### config.mk
export PLATFORM = sky130hd
export DESIGN_NAME = bin2bcd_serial
export DESIGN_NICKNAME = d
export VERILOG_FILES = /design/src/rtl/bin2bcd_serial.sv
export SDC_FILE = /design/constraint.sdc
export NUM_CORES = 1
export LEC_CHECK = 0
export ABC_AREA = 1
export CORE_ASPECT_RATIO = 0.75
export CORE_MARGIN = 1
export CORE_UTILIZATION = 48
export DETAILED_ROUTE_END_ITERATION = 10
export HOLD_SLACK_MARGIN = 0.06
export PLACE_DENSITY = 0.81
export SYNTH_ARGS = -nofsm -noshare
export SYNTH_HDL_FRONTEND = slang
export SYNTH_SLANG_ARGS = --single-unit
export TNS_END_PERCENT = 5
### constraint.sdc
create_clock -name Clock -period 1.59 [get_ports Clock]
set_clock_uncertainty 0.1 [all_clocks]
set_input_delay 0.159 -clock Clock [delete_from_list [all_inputs] [get_ports Clock]]
set_output_delay 0.159 -clock Clock [all_outputs]
set_load 0.01 [all_outputs]
### src/rtl/bin2bcd_serial.sv
// bin2bcd_serial
//   Serial 8-bit binary to 3-digit BCD converter using shift-and-add-3
//   (double dabble). One iteration per clock; a conversion takes 9 cycles
//   from the accepting edge to the Done pulse, 10 cycles back-to-back.
//
// Ports
//   Clock      in   single clock, rising edge
//   Reset      in   synchronous, active-high
//   Start      in   conversion request, only looked at in IDLE
//   Bin[7:0]   in   value to convert, captured on the accepting edge
//   Busy       out  high in SHIFT and DONE
//   Done       out  one-cycle pulse when BCD2..BCD0 carry a new result
//   BCD2[3:0]  out  hundreds digit (0-2)
//   BCD1[3:0]  out  tens digit (0-9)
//   BCD0[3:0]  out  units digit (0-9)
//   Blank2     out  hundreds digit is zero   (only with BIN2BCD_BLANK_EN)
//   Blank1     out  hundreds and tens zero   (only with BIN2BCD_BLANK_EN)
//   dbg_state  out  current FSM state (0 IDLE, 1 SHIFT, 2 DONE)
//
// Optional feature macro: BIN2BCD_BLANK_EN adds the registered
// leading-zero flags Blank2/Blank1. Without it those ports do not exist.
//
// Handshake: a request is accepted on a rising edge where the FSM is in
// IDLE and Start is high; Start at any other time is dropped, never queued.
// The result is valid on BCD2..BCD0 in the cycle Done is high and is held
// there until the next Done.

module bin2bcd_serial (
    input  logic       Clock,
    input  logic       Reset,
    input  logic       Start,
    input  logic [7:0] Bin,
    output logic       Busy,
    output logic       Done,
    output logic [3:0] BCD2,
    output logic [3:0] BCD1,
    output logic [3:0] BCD0,
`ifdef BIN2BCD_BLANK_EN
    output logic       Blank2,
    output logic       Blank1,
`endif
    output logic [1:0] dbg_state
);

    typedef enum logic [1:0] {
        IDLE  = 2'd0,
        SHIFT = 2'd1,
        DONE  = 2'd2
    } state_t;

    state_t      state;
    state_t      state_nxt;

    // {hundreds, tens, units, binary} -- binary bits shift out of the top
    // of the low byte into the units nibble.
    logic [19:0] work;
    logic [19:0] work_adj;
    logic [19:0] work_step;
    logic [2:0]  cnt;
    logic        last_iter;

    assign last_iter = (cnt == 3'd7);

    // One double-dabble iteration: correct each BCD nibble, then shift.
    always_comb begin
        work_adj = work;
        if (work[19:16] >= 4'd5) work_adj[19:16] = work[19:16] + 4'd3;
        if (work[15:12] >= 4'd5) work_adj[15:12] = work[15:12] + 4'd3;
        if (work[11:8]  >= 4'd5) work_adj[11:8]  = work[11:8]  + 4'd3;
        work_step = {work_adj[18:0], 1'b0};
    end

    // State register
    always_ff @(posedge Clock) begin
        if (Reset) state <= IDLE;
        else       state <= state_nxt;
    end

    // Next-state logic
    always_comb begin
        state_nxt = state;
        unique case (state)
            IDLE:    if (Start) state_nxt = SHIFT;
            SHIFT:   if (last_iter) state_nxt = DONE;
            DONE:    state_nxt = IDLE;
            default: state_nxt = IDLE;
        endcase
    end

    // Output logic
    always_comb begin
        Busy      = (state != IDLE);
        Done      = (state == DONE);
        dbg_state = state;
    end

    // Datapath: work register, iteration counter and result registers.
    // The result registers are written only on the final iteration so that
    // partial sums never reach the digit decoders.
    always_ff @(posedge Clock) begin
        if (Reset) begin
            work <= '0;
            cnt  <= '0;
            BCD2 <= '0;
            BCD1 <= '0;
            BCD0 <= '0;
`ifdef BIN2BCD_BLANK_EN
            Blank2 <= 1'b1;
            Blank1 <= 1'b1;
`endif
        end else begin
            unique case (state)
                IDLE: begin
                    if (Start) begin
                        work <= {12'd0, Bin};
                        cnt  <= '0;
                    end
                end
                SHIFT: begin
                    work <= work_step;
                    // Counter parks at 7; leaving SHIFT ends the iterations.
                    if (!last_iter) cnt <= cnt + 3'd1;
                    if (last_iter) begin
                        BCD2 <= work_step[19:16];
                        BCD1 <= work_step[15:12];
                        BCD0 <= work_step[11:8];
`ifdef BIN2BCD_BLANK_EN
                        Blank2 <= (work_step[19:16] == 4'd0);
                        Blank1 <= (work_step[19:12] == 8'd0);
`endif
                    end
                end
                default: ;
            endcase
        end
    end

endmodule

==> out/results.ini <==
[finish]
layout_common_cells = nand2_1 (73), dfxtp_1 (33), inv_1 (31)
final_common_cell = nand2_1
area_growth_pct = 23.3
final_cells = 334
drive_gt1_frac = 0.128
utilization = 0.623
antenna_cells = 0
fill_cells = 331
nets = 301

[clocking]
cts_tree = built
cts_buffers = 5
clk_latency_ns = 0.29
clkSinkCount = 37
clockBufferDepth = 2
clk_pin_slew_ns = 0.07
root_buffer = clkbuf_8
h-tree-depth = 2

[critical_path]
critPathKind = reg2reg
start_kind = register
r2r-end = BCD0[2]$_SDFFE_PP0P_
crit_arrival_ns = 1.59
critPathMaxFanout = 5
required_ns = 1.68
r2r_start = work[8]$_SDFFE_PP0P_
r2r_slack_ns = 0.09
crit_path_end_kind = register
ff2ff_path_depth = 9

[power_and_ir_drop]
seq_power_share = 0.534
ir_worst_vdd_mv = 0.556
leakagePower_nw = 1.04
cellPowerDensity_nw_per_um2 = 781
p_sw_mw = 0.433
p_int_mw = 1.37
pwr-share-comb = 0.099
clock_power_share = 0.367
p_sw_frac = 0.240

[die]
core_area_sq_um = 3710
pin_count = 27
rows = 19
initial_core_util = 0.505
dieHeight_um = 56.1
die-width_um = 74.2
die-area_sq_um = 4160

[timing]
rsz0062_at_grt = true
slew_violations = 0
period_minus_slack_ns = 1.50
setup_viol_count_final = 0
worst_slew_pin_slew_ns = 0.273
clock.fmax_mhz = 666
hold_viol_final = 0
whs_ns = 0.361
max-slew-margin-rel = 0.813
worst_slack_ns = 0.0890
timing.final.crit_share = 0.944

[routing]
postRouteAntennaNets = 0
viasPerCell = 5.01
vias = 1673
drt_pass1_iterations = 4
drc_errors = 0
drt_wl_total_um = 3870
wl_per_cell_um = 11.6
detail_route.iter0.violations = 80

[global_routing]
antenna_found_initial = 0
grt_pass1_wl_um = 6530
grt_pass1_vias = 1542
gr-usage-met1 = 0.262
top_usage_layer = met2
grt_use_met3 = 0.0543
use_met2 = 0.332
grt_max_degree = 28
grt.overflow.total = 0
grt_usage = 0.207

[worst_hold_path]
min_path_type = reg2reg
whs_endpoint = cnt[0]$_SDFFE_PP0P_
holdCritStartpoint = cnt[0]$_SDFFE_PP0P_
holdPathStages = 1

[synth]
ys_warn_count = 0
yosys_register_bits = 37
synth_nets = 269
synth_area_leader_cell = dfxtp_1
synthDominantCellAreaShare = 0.395
yosysUniqueCellTypes = 27
netlist_instances = 250
synth_area_sq_um = 1870
yosys-top-cells-area = dfxtp_1 (40%), nand2_1 (15%), inv_1 (6.6%)
avgSynthCellArea_sq_um = 7.50
yosysSeqAreaShare = 0.395

[job]
cap_violations = 0

[run_status]
status = finished clean

[placed_design]
hpwl_um = 2620
portBuffers = 26
routabilityCongestion = 0.816
placed_cells = 325
dp_slack_ns = 0.0293

[layout make-up]
class                      count  area (sq um)  share of cell area
multi-input combinational    169           933               0.404
sequential                    37           748               0.324
timing repair buffer          34           347               0.150
inverter                      35           131              0.0568
clock buffer                   7          86.3              0.0374
tap                           52          65.1              0.0282
[critical path: stages, from the launching register on]
cell and delay, ns:
dfxtp_1 0.40, inv_1 0.10, ha_1 0.20, inv_1 0.09, nand2_1 0.11, nand3_2 0.12, nand2_1 0.09, nand2_1 0.06
a21o_1 0.10, inv_1 0.03
[worst max-delay path by stage]
stage	slack (ns)	depth (start not counted)	to	startpoint
detailed placement	0.03	8	BCD0[3]$_SDFFE_PP0P_	cnt[0]$_SDFFE_PP0P_
global route	-0.02	9	BCD1[2]$_SDFFE_PP0P_	work[12]$_SDFFE_PP0P_
finish	0.09	9	BCD0[2]$_SDFFE_PP0P_	work[8]$_SDFFE_PP0P_
CTS	0.00006	3	Busy	dbg_state[1]$_SDFFE_PP0P_
floorplan	0.08	8	BCD2[0]$_SDFFE_PP0P_	cnt[0]$_SDFFE_PP0P_
global placement	0.12	8	BCD0[3]$_SDFFE_PP0P_	cnt[0]$_SDFFE_PP0P_
[power by group through the flow]
stage                     sequential, mW  combinational, mW  clock, mW
after floorplan                    0.983              0.120          0
after global placement             0.983              0.175          0
after detailed placement           0.984              0.176          0
after CTS                          0.962              0.178      0.679
after global routing               0.966              0.199      0.720
final                              0.963              0.179      0.662
[per-layer routing]
metal	share of wire	up-vias
met5	0	-
met4	0.011	0
met3	0.050	7
met2	0.47	42
met1	0.47	754
li1	-	870
[sequential cells by signal, summed over array words and instances, names as in the netlist]
signal	flops
BCD0	4
BCD1	4
BCD2	4
cnt	3
dbg_state	2
work	20
[per-stage QoR]
| step | instance area (sq um) | TNS [ns] | total power, mW |
|---|---|---|---|
| after floorplan | 1870 | 0 | 1.10 |
| after global placement | 2180 | 0 | 1.16 |
| after detailed placement | 2180 | 0 | 1.16 |
| after CTS | 2270 | 0 | 1.82 |
| after global routing | 2310 | -0.0342 | 1.88 |
| final | 2310 | 0 | 1.80 |
[cell usage after synthesis]
library cell / number
buf_4: 2
buf_2: 2
o21ai_1: 7
nor2_8: 1
buf_6: 2
clkbuf_1: 1
clkbuf_4: 1
o21ai_2: 7
dfxtp_1: 37
o21ai_0: 9
nand4_1: 6
o21ai_4: 1
nor2_4: 1
nor2_1: 2
a31oi_1: 1
nand2_4: 1
nand3_1: 19
o21a_1: 2
nand2_1: 73
a21oi_2: 2
a21o_1: 6
a21oi_1: 20
ha_1: 8
mux2i_1: 3
inv_1: 33
buf_8: 1
inv_2: 2
[cell families after synthesis]
group                      Yosys count  share of synthesized area
and+or+nand+nor                    103                      0.244
buffers and inverters               44                      0.109
AOI/OAI and AO/OA                   55                      0.182
DFF                                 37                      0.395
muxes                                3                     0.0160
adders and majority gates            8                     0.0534
[what timing repair did]
| item | 4_1_cts | 5_1_grt |
|---|---|---|
| gates resized for setup | 5 | 9 |
| setup buffers | 0 | 2 |
| pin swaps | 0 | 1 |
| hold buffers | 0 | 0 |
| gates cloned | 0 | 0 |
| setup endpoints to repair | 3 | 14 |
No activity file was read; power rests on OpenSTA's default activity.
